==> src/rtl/alu_pkg.sv <==
// Shared ALU definitions: 4-bit operation codes and the highest legal code.
// Imported by the ALU, the arbiter and its handshake interface.
package alu_pkg;

    localparam logic [3:0] OP_AND = 4'b0000;
    localparam logic [3:0] OP_OR  = 4'b0001;
    localparam logic [3:0] OP_ADD = 4'b0010;
    localparam logic [3:0] OP_SUB = 4'b0011;
    localparam logic [3:0] OP_XOR = 4'b0100;
    localparam logic [3:0] OP_SLT = 4'b0101;
    localparam logic [3:0] OP_SLL = 4'b0110;
    localparam logic [3:0] OP_SRL = 4'b0111;
    localparam logic [3:0] OP_SRA = 4'b1000;

    // Codes above this value are undefined and flagged as illegal.
    localparam logic [3:0] ALU_OP_MAX = OP_SRA;

endpackage

==> src/rtl/alu_arbiter_if.sv <==
// Handshake bundle between two ALU requesters, the arbiter and the consumer.
// master: requesters + consumer side; slave: the arbiter.
interface alu_arbiter_if
    import alu_pkg::*;
#(
    parameter int TAG_W = 4
);

    logic             req0_valid;
    logic             req0_ready;
    logic [3:0]       req0_op;
    logic [31:0]      req0_a;
    logic [31:0]      req0_b;
    logic [TAG_W-1:0] req0_tag;

    logic             req1_valid;
    logic             req1_ready;
    logic [3:0]       req1_op;
    logic [31:0]      req1_a;
    logic [31:0]      req1_b;
    logic [TAG_W-1:0] req1_tag;

    logic             res_valid;
    logic             res_ready;
    logic [31:0]      res_data;
    logic             res_zero;
    logic             res_illegal;
    logic             res_id;
    logic [TAG_W-1:0] res_tag;

    modport master (
        output req0_valid, req0_op, req0_a, req0_b, req0_tag,
        output req1_valid, req1_op, req1_a, req1_b, req1_tag,
        output res_ready,
        input  req0_ready, req1_ready,
        input  res_valid, res_data, res_zero, res_illegal,
        input  res_id, res_tag
    );

    modport slave (
        input  req0_valid, req0_op, req0_a, req0_b, req0_tag,
        input  req1_valid, req1_op, req1_a, req1_b, req1_tag,
        input  res_ready,
        output req0_ready, req1_ready,
        output res_valid, res_data, res_zero, res_illegal,
        output res_id, res_tag
    );

endinterface

==> src/rtl/alu_arbiter_alu.sv <==
// Combinational 32-bit ALU. Ports: input1/input2 operands, ALUControl op code,
// ALUResult result, zero set when the result is 0. Undefined codes yield 0.
module alu_arbiter_alu
    import alu_pkg::*;
(
    input  logic [31:0] input1,
    input  logic [31:0] input2,
    input  logic [3:0]  ALUControl,
    output logic [31:0] ALUResult,
    output logic        zero
);

    logic [4:0] shamt;

    assign shamt = input2[4:0];

    always_comb begin
        ALUResult = 32'h0;
        unique case (ALUControl)
            OP_AND:  ALUResult = input1 & input2;
            OP_OR:   ALUResult = input1 | input2;
            OP_ADD:  ALUResult = input1 + input2;
            OP_SUB:  ALUResult = input1 - input2;
            OP_XOR:  ALUResult = input1 ^ input2;
            OP_SLT:  ALUResult = {31'h0, input1 < input2};
            OP_SLL:  ALUResult = input1 << shamt;
            OP_SRL:  ALUResult = input1 >> shamt;
            OP_SRA:  ALUResult = $signed(input1) >>> shamt;
            default: ALUResult = 32'h0;
        endcase
    end

    assign zero = (ALUResult == 32'h0);

endmodule

==> src/rtl/alu_arbiter.sv <==
// Round-robin arbiter sharing one ALU between two valid/ready requesters.
// Ports: clk, reset_n (sync, active-low), bus (slave side of alu_arbiter_if).
module alu_arbiter
    import alu_pkg::*;
#(
    parameter int TAG_W = 4
) (
    input  logic         clk,
    input  logic         reset_n,
    alu_arbiter_if.slave bus
);

    logic             last_grant;
    logic             can_accept;
    logic             grant0;
    logic             grant1;
    logic             xfer;
    logic [3:0]       op_sel;
    logic [31:0]      a_sel;
    logic [31:0]      b_sel;
    logic [TAG_W-1:0] tag_sel;
    logic [31:0]      alu_res;
    logic             alu_zero;

    logic             res_valid;
    logic [31:0]      res_data;
    logic             res_zero;
    logic             res_illegal;
    logic             res_id;
    logic [TAG_W-1:0] res_tag;

    // The result register may drain and refill in the same cycle.
    assign can_accept = !res_valid || bus.res_ready;

    // On contention the requester that did not win last time is granted.
    assign grant0 = bus.req0_valid && (!bus.req1_valid || last_grant);
    assign grant1 = bus.req1_valid && (!bus.req0_valid || !last_grant);

    assign bus.req0_ready = grant0 && can_accept && reset_n;
    assign bus.req1_ready = grant1 && can_accept && reset_n;

    assign xfer = (bus.req0_valid && bus.req0_ready) ||
                  (bus.req1_valid && bus.req1_ready);

    assign op_sel  = grant1 ? bus.req1_op  : bus.req0_op;
    assign a_sel   = grant1 ? bus.req1_a   : bus.req0_a;
    assign b_sel   = grant1 ? bus.req1_b   : bus.req0_b;
    assign tag_sel = grant1 ? bus.req1_tag : bus.req0_tag;

    alu_arbiter_alu u_alu (
        .input1     (a_sel),
        .input2     (b_sel),
        .ALUControl (op_sel),
        .ALUResult  (alu_res),
        .zero       (alu_zero)
    );

    always_ff @(posedge clk) begin
        if (!reset_n) begin
            res_valid   <= 1'b0;
            res_data    <= 32'h0;
            res_zero    <= 1'b0;
            res_illegal <= 1'b0;
            res_id      <= 1'b0;
            res_tag     <= '0;
            last_grant  <= 1'b1;
        end else if (xfer) begin
            res_valid   <= 1'b1;
            res_data    <= alu_res;
            res_zero    <= alu_zero;
            res_illegal <= (op_sel > ALU_OP_MAX);
            res_id      <= grant1;
            res_tag     <= tag_sel;
            last_grant  <= grant1;
        end else if (bus.res_ready) begin
            res_valid   <= 1'b0;
        end
    end

    assign bus.res_valid   = res_valid;
    assign bus.res_data    = res_data;
    assign bus.res_zero    = res_zero;
    assign bus.res_illegal = res_illegal;
    assign bus.res_id      = res_id;
    assign bus.res_tag     = res_tag;

endmodule

==> src/flat_wrapper.sv <==
// flat-port wrapper written by rule: the top's interface ports become plain ports
module alu_arbiter_flat import alu_pkg::*;
#(
    parameter int TAG_W = 4
)
  (clk, reset_n, bus_req0_valid, bus_req0_op, bus_req0_a, bus_req0_b, bus_req0_tag, bus_req1_valid, bus_req1_op, bus_req1_a, bus_req1_b, bus_req1_tag, bus_res_ready, bus_req0_ready, bus_req1_ready, bus_res_valid, bus_res_data, bus_res_zero, bus_res_illegal, bus_res_id, bus_res_tag);
  alu_arbiter_if #(.TAG_W(TAG_W)) bus_i ();
  input  logic clk;
  input  logic reset_n;
  input wire logic [$bits(bus_i.req0_valid)-1:0] bus_req0_valid;
  input wire logic [$bits(bus_i.req0_op)-1:0] bus_req0_op;
  input wire logic [$bits(bus_i.req0_a)-1:0] bus_req0_a;
  input wire logic [$bits(bus_i.req0_b)-1:0] bus_req0_b;
  input wire logic [$bits(bus_i.req0_tag)-1:0] bus_req0_tag;
  input wire logic [$bits(bus_i.req1_valid)-1:0] bus_req1_valid;
  input wire logic [$bits(bus_i.req1_op)-1:0] bus_req1_op;
  input wire logic [$bits(bus_i.req1_a)-1:0] bus_req1_a;
  input wire logic [$bits(bus_i.req1_b)-1:0] bus_req1_b;
  input wire logic [$bits(bus_i.req1_tag)-1:0] bus_req1_tag;
  input wire logic [$bits(bus_i.res_ready)-1:0] bus_res_ready;
  output wire logic [$bits(bus_i.req0_ready)-1:0] bus_req0_ready;
  output wire logic [$bits(bus_i.req1_ready)-1:0] bus_req1_ready;
  output wire logic [$bits(bus_i.res_valid)-1:0] bus_res_valid;
  output wire logic [$bits(bus_i.res_data)-1:0] bus_res_data;
  output wire logic [$bits(bus_i.res_zero)-1:0] bus_res_zero;
  output wire logic [$bits(bus_i.res_illegal)-1:0] bus_res_illegal;
  output wire logic [$bits(bus_i.res_id)-1:0] bus_res_id;
  output wire logic [$bits(bus_i.res_tag)-1:0] bus_res_tag;
  assign bus_i.req0_valid = bus_req0_valid;
  assign bus_i.req0_op = bus_req0_op;
  assign bus_i.req0_a = bus_req0_a;
  assign bus_i.req0_b = bus_req0_b;
  assign bus_i.req0_tag = bus_req0_tag;
  assign bus_i.req1_valid = bus_req1_valid;
  assign bus_i.req1_op = bus_req1_op;
  assign bus_i.req1_a = bus_req1_a;
  assign bus_i.req1_b = bus_req1_b;
  assign bus_i.req1_tag = bus_req1_tag;
  assign bus_i.res_ready = bus_res_ready;
  assign bus_req0_ready = bus_i.req0_ready;
  assign bus_req1_ready = bus_i.req1_ready;
  assign bus_res_valid = bus_i.res_valid;
  assign bus_res_data = bus_i.res_data;
  assign bus_res_zero = bus_i.res_zero;
  assign bus_res_illegal = bus_i.res_illegal;
  assign bus_res_id = bus_i.res_id;
  assign bus_res_tag = bus_i.res_tag;
  alu_arbiter #(.TAG_W(TAG_W)) u_core (.clk(clk), .reset_n(reset_n), .bus(bus_i));
endmodule
==> config.mk <==
export PLATFORM = sky130hd
export DESIGN_NAME = alu_arbiter_flat
export DESIGN_NICKNAME = d
export VERILOG_FILES = /design/src/rtl/alu_pkg.sv /design/src/rtl/alu_arbiter_if.sv /design/src/rtl/alu_arbiter_alu.sv /design/src/rtl/alu_arbiter.sv /design/src/flat_wrapper.sv
export SDC_FILE = /design/constraint.sdc
export NUM_CORES = 1
export LEC_CHECK = 0
export CAP_MARGIN = 25
export CORE_ASPECT_RATIO = 1.25
export CORE_MARGIN = 4
export CORE_UTILIZATION = 50
export DETAILED_ROUTE_END_ITERATION = 8
export PLACE_DENSITY = 0.75
export SETUP_SLACK_MARGIN = 0.15
export SLEW_MARGIN = 10
export SYNTH_ARGS = -nofsm -noshare
export SYNTH_HDL_FRONTEND = slang
export SYNTH_SLANG_ARGS = --single-unit
==> constraint.sdc <==
create_clock -name clk -period 13.5 [get_ports clk]
set_clock_uncertainty 0.05 [all_clocks]
set_input_delay 1.35 -clock clk [delete_from_list [all_inputs] [get_ports clk]]
set_output_delay 1.35 -clock clk [all_outputs]
set_load 0.02 [all_outputs]
-- Yosys cells after proc, flatten, opt, wreduce, memory -nomap -nowiden
Cells that the tools add are included.
- add/sub/neg operators: 2
- $lt $le $gt $ge: 2
- equality and inequality tests: 8
- shifts and indexed selects: 3
- multiplexer cells: 7
- bitwise operators: 3
- reduce and logical (&&, ||, !) cells: 19
- operators with widths (operator ; number):
    32-bit case mux with 9 select lines ; 1
    32-bit 2-to-1 mux ; 2
    32-bit adder ; 1
    32-bit bitwise AND ; 1
    32-bit logical NOT ; 1
    32-bit less-than comparator ; 1
    32-bit bitwise OR ; 1
    32-bit by 5-bit << shifter with 32-bit output ; 1
    32-bit by 5-bit >> shifter with 32-bit output ; 1
    32-bit by 5-bit >>> shifter with 32-bit output ; 1
    32-bit subtractor ; 1
    32-bit bitwise XOR ; 1
    4-bit by 3-bit == test with 1-bit output (second input constant) ; 4
    4-bit by 2-bit == test with 1-bit output (second input constant) ; 2
    1-bit logical AND ; 8
    4-bit 2-to-1 mux ; 2
    4-bit by 1-bit == test with 1-bit output (second input constant) ; 1
    4-bit == test (second input constant) ; 1
    4-bit > comparator (second input constant) ; 1
    1-bit logical NOT ; 4
    4-bit logical NOT ; 1
    1-bit logical OR ; 4
    1-bit 2-to-1 mux ; 2
    2-bit nonzero test ; 1
- register bits: 41
- input bits: 149
- output and inout bits: 42
- logic and storage cells: 51

-- Depth between registers and ports, before layout
Gate-level depths: netlist (run 1).
- depth in word-level cells: 8
- depth in mapped cells: 25
- mapped depth without buffers: 18

-- Cells and area by module
From an unflattened synthesis (run 1), not the netlist that was laid out.
- cells, all modules: 1905
- area, all modules: 13063.8 um^2
- by module, submodules not included (module ; instances ; cells each ; area each (um^2)):
    alu_arbiter_alu ; 1 ; 1479 ; 10405.0
    alu_arbiter ; 1 ; 426 ; 2658.8

-- Worst setup path after synthesis (run 1)
No wires, ideal clock.
- path kind: in2reg
- start point: input port bus_req1_valid
- end point: register u_core.res_zero, in the netlist u_core.bus.res_zero
- setup time: 0.096 ns
- arrival: 6.452 ns
- path slack: 6.902 ns
- stages on the path: 25
- buffers on the path: 7
- path through: a21boi_1 -> buf_4 -> buf_4 -> buf_6 -> buf_2 -> clkbuf_1 -> clkbuf_1 -> clkbuf_1 -> nand2_1 -> nand2_1 -> inv_1 -> ha_1 -> fa_1 -> nand2b_1 -> a2111o_1 -> a31oi_1 -> nor4_1 -> o211ai_1 -> a21o_1 -> a31oi_1 -> nor4_1 -> o2111a_1 -> and4_1 -> nand4_1 -> o41ai_2
- longest elaborated chain between the ends: 7
- RTL lines (item ; RTL line ; text):
    start: declaration ; flat_wrapper.sv:15 ; input wire logic [$bits(bus_i.req1_valid)-1:0] bus_req1_valid;
    parallel branches: the longest is 7 deep, another holds 32-bit subtractor ; -- ;
    end signal: assignment ; alu_arbiter.sv:70 ; res_zero <= alu_zero;
    end: declaration ; alu_arbiter.sv:27 ; logic res_zero;
Several ways; the timed one is not identified.
A chain may end at the register's enable or synchronous reset.

-- Final worst setup path (run 1)
Ends and elaborated chain as after synthesis.

==> flow_metrics.py, run 1 <==
metrics = {
    "run_status": {
        "status": "completed",
    },
    "pwr": {
        "internal_power_uw": 515,
        "cellLeakagePower_nw": 6.49,
        "p_sw_uw": 587,
        "pwr-share-comb": 0.746,
        "swShare": 0.533,
        "p_per_area_mw_per_mm2": 74.0,
        "seqPwrFrac": 0.128,
        "pwr-share-clk": 0.126,
        "max-vdd-ir-drop_uv": 45.6,
        "p_total_mw": 1.10,
    },
    "setup_path": {
        "crit_path_end": "u_core.bus.res_zero",
        "crit_slowest_cell": "mux2_4",
        "cp_data_required_time_ns": 13.65,
        "timing.rr.end": "u_core.bus.res_zero",
        "crit_start": "bus_req1_valid",
        "critPathLaunchType": "primary input",
        "critPathKind": "primary input to register",
        "cp.depth": 17,
        "crit_path_cell_trace": "clkdlybuf4s50_1, a21boi_4, buf_12, mux2_4, inv_2, fa_1, o21ba_2, o211ai_1, a31oi_1, o21ai_0, a311o_1, or4b_2, a32oi_1, xnor2_1, a21oi_1, nand2_1, o41ai_2",
        "r2r_slack_ns": 7.19,
        "cp_slowest_stage_delay_ns": 0.80,
        "crit_buf_inv": 3,
        "worst_setup_path_end_kind": "register",
        "worstRegToRegCells": 16,
        "cp_top_family": "compound AO/OA/AOI/OAI gates",
        "path_max_fanout": 136,
        "arrival_ns": 7.74,
        "reg2reg_from": "u_core.last_grant",
    },
    "sta": {
        "slew-limit-headroom": 0.282,
        "rsz0062_at_grt": "no",
        "setup-violations-final": 0,
        "slew_viol_final": 0,
        "finalCritPeriodShare": 0.562,
        "fmax_ghz": 0.132,
        "tns_ns": 0,
        "finalHoldViolations": 0,
        "fin_crit_ns": 7.59,
        "worst_pin_slew_ns": 1.07,
    },
    "min_path": {
        "hold_class": "register to register",
    },
    "yosys": {
        "synth_flop_cell": "dfxtp_1",
        "yosysWarnings": 0,
        "async_reset_ff_frac": 0,
        "yosys.area.top_type": "mux2i_1",
        "synth_fp_nets": 2141,
        "synth_area_per_cell_sq_um": 6.76,
        "ys_top_cells_by_area": "mux2i_1 18%, ha_1 9.9%, nand2_1 9.3%",
        "yosysTopAreaCellShare": 0.183,
        "synth_compound_area_frac": 0.278,
        "synth_simple_gate_area_frac": 0.231,
        "syn_area_sq_mm": 0.0128,
        "synth-xor-area-share": 0.0171,
        "ys_seq_elements": 41,
        "synth_mux_area_frac": 0.228,
        "synth_edf_count": 0,
        "synth_fa_ha_area_frac": 0.102,
        "synth_top_family_by_area": "compound AO/OA/AOI/OAI gates",
        "yosysSeqAreaShare": 0.0643,
        "syn_inst": 1889,
        "synth_cell_type_count": 84,
    },
    "floorplan": {
        "dieArea_sq_mm": 0.0282,
        "die_x_um": 151,
        "start_util": 0.507,
        "ios": 191,
        "die_y_um": 187,
        "num_rows": 65,
        "fp.coreArea_sq_mm": 0.0252,
    },
    "global_route": {
        "grt_overflow": 0,
        "grtUsageTotal": 0.404,
        "antenna_found_initial": 2,
        "grt_pass1_vias": 14596,
        "grt_max_degree": 137,
        "grt_pass1_wl_um": 88800,
    },
    "job": {
        "cap_viol_max_count": 0,
    },
    "detailed_routing": {
        "vias": 15461,
        "wl_per_cell_um": 26.0,
        "drc": 0,
        "drt_iter0_markers": 1574,
        "drtAntennaViolNets": 0,
        "vias_per_cell": 6.72,
        "dr.pass1.iters": 6,
        "wl_um": 59800,
    },
    "clock_tree": {
        "clk_latency_ns": 0.29,
        "htreeDepth": 2,
        "cts_buffers": 5,
        "hold_buffers": 0,
        "clock-root-buffer": "clkbuf_16",
        "cts_resized": 0,
        "clk_pin_slew_ns": 0.06,
        "cts_sinks": 41,
        "cts_setup_buffers": 0,
        "cts_tree": "yes",
        "cts_buffer_depth": 2,
    },
    "final_layout": {
        "nets": 2217,
        "postLayoutCoreUtil": 0.591,
        "layout-drive-gt1-share": 0.0570,
        "area_delta_synth_final_pct": 16.6,
    },
    "placed_design": {
        "dp_hpwl_um": 46800,
        "io_buffers": 190,
        "routabilityCongestion": 1.05,
    },
}
[sequential cells by signal, summed over array words and instances (netlist names)]
name,count
u_core.bus.res_id,1
u_core.last_grant,1
u_core.bus.res_tag,4
u_core.bus.res_illegal,1
u_core.bus.res_data,32
u_core.bus.res_valid,1
u_core.bus.res_zero,1
[power groups by stage]
stage,registers (mW),clock network [mW],logic [mW]
after global placement,0.143,0,0.786
after detailed placement,0.144,0,0.792
final,0.141,0.139,0.822
after CTS,0.141,0.139,0.795
after global routing,0.142,0.144,0.874
after floorplan,0.152,0,0.509
[worst min-delay path: stages (launching register included)]
cell,delay [ns]
dfxtp_1,0.31
nand2_1,0.05
o22ai_1,0.05
[routing by layer]
metal | track usage | routed length (um) | up-vias | part of all wire
li1 | - | - | 7039 | -
met1 | 0.510 | 23200 | 7340 | 0.39
met2 | 0.656 | 27500 | 889 | 0.46
met3 | 0.0634 | 5320 | 191 | 0.089
met4 | 0.212 | 3840 | 2 | 0.064
met5 | 0 | 13 | - | 0.00022
[cell families (layout without fill, tap and decap cells)]
family | after synthesis | count (layout)
other | 0 | 2
AND/OR/NAND/NOR | 665 | 665
buffers and inverters | 247 | 323
XOR/XNOR | 25 | 25
adder cells (fa/ha/maj) | 103 | 103
multiplexers | 275 | 275
flip-flops | 41 | 41
AO/OA/AOI/OAI | 533 | 533
[synthesized netlist by cell type, drive strengths merged, types with 13 or more instances]
master  instances
a211oi         58
a21o           13
a21oi         138
a221oi         20
a22oi          32
a31oi          25
buf            61
clkbuf         86
dfxtp          41
ha            101
inv            99
mux2           32
mux2i         234
nand2         315
nand3          40
nor2          164
nor2b          16
nor3           33
nor4           13
o211ai         28
o21ai         105
o22ai          13
xnor2          22
[stage by stage]
step                      instance area [sq um]  setup WS (ns)  cells  hold slack (ns)
after floorplan                           12800           6.90   1889            0.476
after global routing                      14900           5.61   2300            0.442
after CTS                                 14900           6.02   2300            0.415
after detailed placement                  14700           5.75   2293            0.406
final                                     14900           5.91   2302            0.415
after global placement                    14700           5.89   2292            0.394
[area by class of cell]
cell class	instances	area, sq um
sequential	41	821
multi-input combinational	1601	11000
antenna	2	5.00
clock inverter	2	35.0
inverter	100	375
clock buffer	5	125
tap	335	419
fill	2481	10300
timing repair buffer	216	2110
[worst min-delay path by stage]
stage	start	to	cells past startpoint
2_1_floorplan	u_core.last_grant	u_core.last_grant	2
3_3_place_gp	u_core.bus.res_id	u_core.bus.res_id	2
6_report	u_core.bus.res_id	u_core.bus.res_id	2
3_5_place_dp	u_core.bus.res_id	u_core.bus.res_id	2
4_1_cts	u_core.bus.res_id	u_core.bus.res_id	2
5_1_grt	u_core.bus.res_data[30]	u_core.bus.res_data[30]	2
[placed cells by master (no fill, tap or decap), drive strengths merged, types with 11 or more instances in the layout]
| cell | n |
|---|---|
| a221oi | 20 |
| nand4 | 12 |
| nor4 | 13 |
| o22ai | 13 |
| dfxtp | 41 |
| a211oi | 58 |
| a31oi | 25 |
| nand3 | 40 |
| mux2 | 32 |
| nor3 | 33 |
| a21o | 13 |
| o211ai | 28 |
| mux2i | 234 |
| xnor2 | 22 |
| a22oi | 32 |
| nand2b | 11 |
| nand2 | 315 |
| clkdlybuf4s50 | 188 |
| buf | 28 |
| ha | 101 |
| o21ai | 105 |
| a21oi | 138 |
| inv | 99 |
| nor2b | 16 |
| nor2 | 164 |
Note: power is estimated with default switching activity, not from simulation.
==> inputs of run 2 (changes only) <==
- clock period: 13.5 -> 7.6 ns (I/O delays scaled with it)
==> run 2 against run 1 <==
Power grew 78%. Routed wire length is 3.2% higher. Worst setup slack worse by 4.5 ns. Clock-buffer cell count did not move. Hold slack better by 0.0058 ns. Sequential share of layout area about the same. Critical path depth did not move. Largest cell class unchanged.
==> flow_metrics.py, run 2 (synthesis results as in run 1) <==
metrics = {
    "final_layout": {
        "top_register": "u_core.bus.res_data",
        "final_cell_mix": "315 x nand2_1, 229 x mux2i_1, 188 x clkdlybuf4s50_1",
        "largest_reg_flops": 32,
        "seq_area_sq_um": 821,
        "fillerInstances": 2453,
        "nets": 2226,
        "multi_input_comb_area_sq_mm": 0.0110,
        "final_common_cell": "nand2_1",
        "postLayoutCoreUtil": 0.593,
        "top_regs": "u_core.bus.res_data x32, u_core.bus.res_tag x4",
        "layout-drive-gt1-share": 0.0613,
        "area_delta_synth_final_pct": 17.1,
    },
    "sta": {
        "rsz0062_at_grt": "no",
        "finalCritPeriodShare": 0.820,
        "slew_viol_final": 0,
        "tns_ns": 0,
        "slew-limit-headroom": 0.230,
        "fin_crit_ns": 6.23,
        "worst_pin_slew_ns": 1.15,
        "fmax_ghz": 0.161,
        "finalHoldViolations": 0,
        "setup-violations-final": 0,
    },
    "setup_path": {
        "crit_slowest_cell": "a21boi_4",
        "cp_top_family": "compound AO/OA/AOI/OAI gates",
        "cp.depth": 17,
        "crit_top_cell": "nand2_1",
        "worstRegToRegCells": 16,
        "worst_setup_path_end_kind": "register",
        "crit_buf_inv": 2,
        "critPathKind": "primary input to register",
        "cp_data_required_time_ns": 7.75,
        "path_max_fanout": 35,
        "crit_path_cell_trace": "clkdlybuf4s50_1, a21boi_4, buf_12, nand2_1, nand2_1, ha_1, or3b_2, o211ai_1, a31oi_1, o21ai_0, a311o_1, or4b_2, a32oi_1, xnor2_1, a21oi_1, nand2_1, o41ai_2",
        "cp_slowest_stage_delay_ns": 0.77,
        "arrival_ns": 6.37,
        "critPathLaunchType": "primary input",
    },
    "floorplan": {
        "die_x_um": 151,
        "dieArea_sq_mm": 0.0282,
        "num_rows": 65,
        "fp.coreArea_sq_mm": 0.0252,
        "ios": 191,
        "start_util": 0.507,
        "die_y_um": 187,
    },
    "global_route": {
        "grt_overflow": 0,
        "grt_pass1_vias": 14633,
        "antenna_found_initial": 2,
        "met2_usage": 0.652,
        "grt_use_met3": 0.0862,
        "grt_util_met1": 0.519,
        "grt_pass1_wl_um": 90400,
        "grt_busiest_layer": "met2",
        "grtUsageTotal": 0.414,
        "grt_max_degree": 62,
    },
    "pwr": {
        "pwr-share-clk": 0.112,
        "p_total_mw": 1.96,
        "p_per_area_mw_per_mm2": 131,
        "cellLeakagePower_nw": 6.53,
        "internal_power_uw": 891,
        "seqPwrFrac": 0.126,
        "max-vdd-ir-drop_uv": 114,
        "pwr-share-comb": 0.762,
        "swShare": 0.546,
        "p_sw_mw": 1.07,
    },
    "min_path": {
        "hold_class": "register to register",
        "min_path_cells": 2,
    },
    "clock_tree": {
        "cts_setup_buffers": 0,
        "cts_buffers": 5,
        "cts_sinks": 41,
        "cts_tree": "yes",
        "clk_pin_slew_ns": 0.07,
        "cts_buffer_depth": 2,
        "clock-root-buffer": "clkbuf_16",
        "hold_buffers": 0,
        "cts_resized": 0,
        "htreeDepth": 2,
        "clk_latency_ns": 0.29,
    },
    "detailed_routing": {
        "drc": 0,
        "dr.pass1.iters": 7,
        "wl_per_cell_um": 26.7,
        "drtAntennaViolNets": 0,
        "vias_per_cell": 6.86,
        "drt_iter0_markers": 2030,
        "wl_um": 61800,
        "vias": 15859,
    },
    "run_status": {
        "status": "completed",
    },
    "placed_design": {
        "dp_hpwl_um": 48900,
        "io_buffers": 190,
        "routabilityCongestion": 1.08,
    },
    "job": {
        "cap_viol_max_count": 0,
    },
}
==> run 2: metal layers <==
| layer | share of wire | vias to the layer above |
|---|---|---|
| met3 | 0.10 | 269 |
| met5 | 0.00044 | - |
| met4 | 0.077 | 4 |
| li1 | - | 7057 |
| met2 | 0.44 | 1118 |
| met1 | 0.37 | 7411 |
==> run 2: worst reg2reg max path, delay by kind of cell, from the launching register on <==
family                     cells  cell delay (ns)
AOI/OAI and AO/OA              8             2.88
xor gates and xnor gates       1             0.11
adders and majority gates      1             0.34
buffers and inverters          1             0.33
DFF                            1             0.37
and+or+nand+nor                5             1.38
==> run 2: final timing paths <==
kind | from | endpoint | slack (ns)
max | bus_req1_valid | u_core.bus.res_zero | 1.37
min | u_core.bus.res_data[30] | u_core.bus.res_data[30] | 0.42
max reg2reg | u_core.last_grant | u_core.bus.res_zero | 2.05
min reg2reg | u_core.bus.res_data[30] | u_core.bus.res_data[30] | 0.42
==> run 2: stage by stage <==
stage / cells / cell area (sq um) / hold slack, ns / setup WS, ns
final: 2311 / 15000 / 0.421 / 1.37
after global routing: 2310 / 15000 / 0.440 / 1.01
after CTS: 2309 / 14900 / 0.421 / 1.48
after detailed placement: 2301 / 14800 / 0.412 / 1.20
after global placement: 2301 / 14800 / 0.394 / 1.35
after floorplan: 1889 / 12800 / 0.476 / 1.59
==> run 2: area by class of cell <==
class | count | share of cell area
Clock inverter | 3 | 0.00167
Antenna cell | 1 | 0.000167
Multi-Input combinational cell | 1601 | 0.735
Inverter | 100 | 0.0251
Sequential cell | 41 | 0.0549
Timing Repair Buffer | 225 | 0.147
Clock buffer | 5 | 0.00837
Tap cell | 335 | 0.0280
==> run 2: power groups by stage <==
stage	Combinational (mW)	Sequential [mW]	Clock, mW
CTS	1.44	0.246	0.217
detailed placement	1.43	0.251	0
global placement	1.43	0.250	0
finish	1.50	0.247	0.220
floorplan	0.904	0.269	0
global route	1.58	0.248	0.230
==> inputs of run 3 (changes only) <==
- PLACE_DENSITY: 0.75 -> 0.78
- clock period: 7.6 -> 5.5 ns (I/O delays scaled with it)
==> run 3 against run 2 <==
Sequential share of layout area shrank 0.47 points. First-iteration DRC count grew 17%. Sequential cell count is the same. Die area is the same. Hold slack lost 0.013 ns. Register-to-register slack lost 1.3 ns. Combinational power grew 58%. Clock-buffer cell count is the same. Utilization grew 5.5 points. Critical path depth grew 1. Final cell count grew 7.0%.
==> flow_metrics.py, run 3 (synthesis results as in run 1) <==
metrics = {
    "run_status": {
        "status": "completed",
    },
    "clock_tree": {
        "cts_buffers": 5,
        "clk_latency_ns": 0.28,
        "htreeDepth": 2,
        "clk_pin_slew_ns": 0.07,
        "cts_tree": "yes",
        "cts_buffer_depth": 2,
        "clock-root-buffer": "clkbuf_16",
        "cts_sinks": 41,
    },
    "sta": {
        "slew_viol_final": 0,
        "rsz0062_at_grt": "no",
        "slew-limit-headroom": 0.282,
        "tns_ns": 0,
        "worst_pin_slew_ns": 1.07,
        "setup-violations-final": 0,
        "fmax_ghz": 0.194,
        "finalCritPeriodShare": 0.936,
        "setup_ws_ns": 0.351,
        "fin_crit_ns": 5.15,
        "finalHoldViolations": 0,
        "worst_hold_slack_ns": 0.407,
    },
    "setup_path": {
        "reg2reg_from": "u_core.last_grant",
        "critPathKind": "primary input to register",
        "arrival_ns": 5.29,
        "timing.rr.end": "u_core.bus.res_data[28]",
        "worstRegToRegCells": 19,
        "cp_data_required_time_ns": 5.64,
        "critPathLaunchType": "primary input",
        "r2r_slack_ns": 0.72,
        "path_max_fanout": 12,
        "worst_setup_path_end_kind": "register",
    },
    "floorplan": {
        "dieArea_sq_mm": 0.0282,
        "num_rows": 65,
        "ios": 191,
        "die_y_um": 187,
        "fp.coreArea_sq_mm": 0.0252,
        "die_x_um": 151,
        "start_util": 0.507,
    },
    "final_layout": {
        "layout-drive-gt1-share": 0.138,
        "top_register": "u_core.bus.res_data",
        "area_delta_synth_final_pct": 28.0,
        "nets": 2386,
        "top_regs": "u_core.bus.res_data x32, u_core.bus.res_tag x4",
        "largest_reg_flops": 32,
        "final_common_cell": "nand2_1",
        "final_cell_mix": "314 x nand2_1, 229 x mux2i_1, 189 x buf_4",
        "postLayoutCoreUtil": 0.649,
    },
    "detailed_routing": {
        "drc": 0,
        "vias": 16637,
        "wl_per_cell_um": 26.6,
        "drt_iter0_markers": 2366,
        "dr.pass1.iters": 9,
        "drtAntennaViolNets": 0,
        "wl_um": 65700,
        "vias_per_cell": 6.73,
    },
    "global_route": {
        "grt_max_degree": 61,
        "grt_pass1_vias": 15739,
        "grtUsageTotal": 0.441,
        "grt_overflow": 0,
        "grt_pass1_wl_um": 95700,
        "antenna_found_initial": 2,
    },
    "pwr": {
        "pwr-share-clk": 0.112,
        "internal_power_mw": 1.48,
        "p_total_mw": 3.05,
        "p_per_area_mw_per_mm2": 186,
        "seqPwrFrac": 0.111,
        "p_sw_mw": 1.57,
        "swShare": 0.515,
        "max-vdd-ir-drop_uv": 205,
        "pwr-share-comb": 0.778,
        "cellLeakagePower_nw": 7.36,
    },
    "min_path": {
        "hold_start": "u_core.bus.res_data[30]",
        "min_to": "u_core.bus.res_data[30]",
        "min_path_cells": 2,
        "hold_class": "register to register",
    },
    "placed_design": {
        "dp_hpwl_um": 52800,
        "io_buffers": 190,
        "routabilityCongestion": 1.11,
        "pre_cts_ws_ns": -0.193,
    },
    "job": {
        "cap_viol_max_count": 0,
    },
}
## run 3: final cells by class
| type | instances | area, sq um |
|---|---|---|
| repair buffers | 385 | 3470 |
| flip-flops and latches | 41 | 821 |
| fillers | 2305 | 8860 |
| clock inverters | 3 | 43.8 |
| diodes | 2 | 5.00 |
| inverters | 100 | 375 |
| clock buffers | 5 | 125 |
| multi-input cells | 1601 | 11100 |
| well taps | 335 | 419 |
## run 3: metal layers
layer  wire length, um  part of all wire  track usage  vias to the layer above
li1                  -                 -            -                     7375
met1             23600              0.36        0.540                     7749
met2             28600              0.44        0.695                     1200
met3              7290              0.11       0.0904                      313
met4              6130             0.093        0.284                        0
met5                 0                 0            0                        -
## run 3: per-stage QoR
step                instances  area, sq um
finish                   2472        16400
floorplan                1889        12800
global route             2471        16300
CTS                      2459        16100
global placement         2451        16000
detailed placement       2451        16000
## run 3: worst max path at each step
stage / from / end / slack (ns) / cells past startpoint
after floorplan: bus_req1_valid / u_core.bus.res_zero / 0.17 / 25
after global placement: bus_req0_valid / u_core.bus.res_zero / -0.27 / 19
after detailed placement: bus_req0_valid / u_core.bus.res_zero / -0.19 / 19
after CTS: bus_req0_valid / u_core.bus.res_zero / 0.20 / 22
after global routing: bus_req1_valid / u_core.bus.res_zero / 0.10 / 22
final: bus_req1_valid / u_core.bus.res_data[28] / 0.35 / 18
## run 3: power groups by stage
stage	clock network, mW	registers [mW]	logic [mW]
floorplan	0	0.372	1.25
global route	0.353	0.340	2.48
CTS	0.339	0.337	2.24
finish	0.340	0.338	2.37
global placement	0	0.343	2.20
detailed placement	0	0.344	2.23
## run 3: critical path, cell delays in order
cell             delay (ns)
clkdlybuf4s50_1        0.50
a21boi_4               0.22
buf_12                 0.16
mux2_2                 0.38
inv_1                  0.12
ha_1                   0.30
or3b_2                 0.46
o211ai_1               0.29
a31oi_1                0.21
o21ai_1                0.18
buf_4                  0.14
a311o_1                0.24
or4b_2                 0.60
a32oi_1                0.23
xnor2_1                0.16
a21oi_1                0.11
buf_4                  0.18
a211oi_1               0.24
## run 3: repair_timing
item | in CTS | in global routing
setup buffers | 0 | 10
gates resized for setup | 2 | 20
hold buffers | 0 | 0
pin swaps | 0 | 14
gates cloned | 0 | 0
setup endpoints to repair | 1 | 2
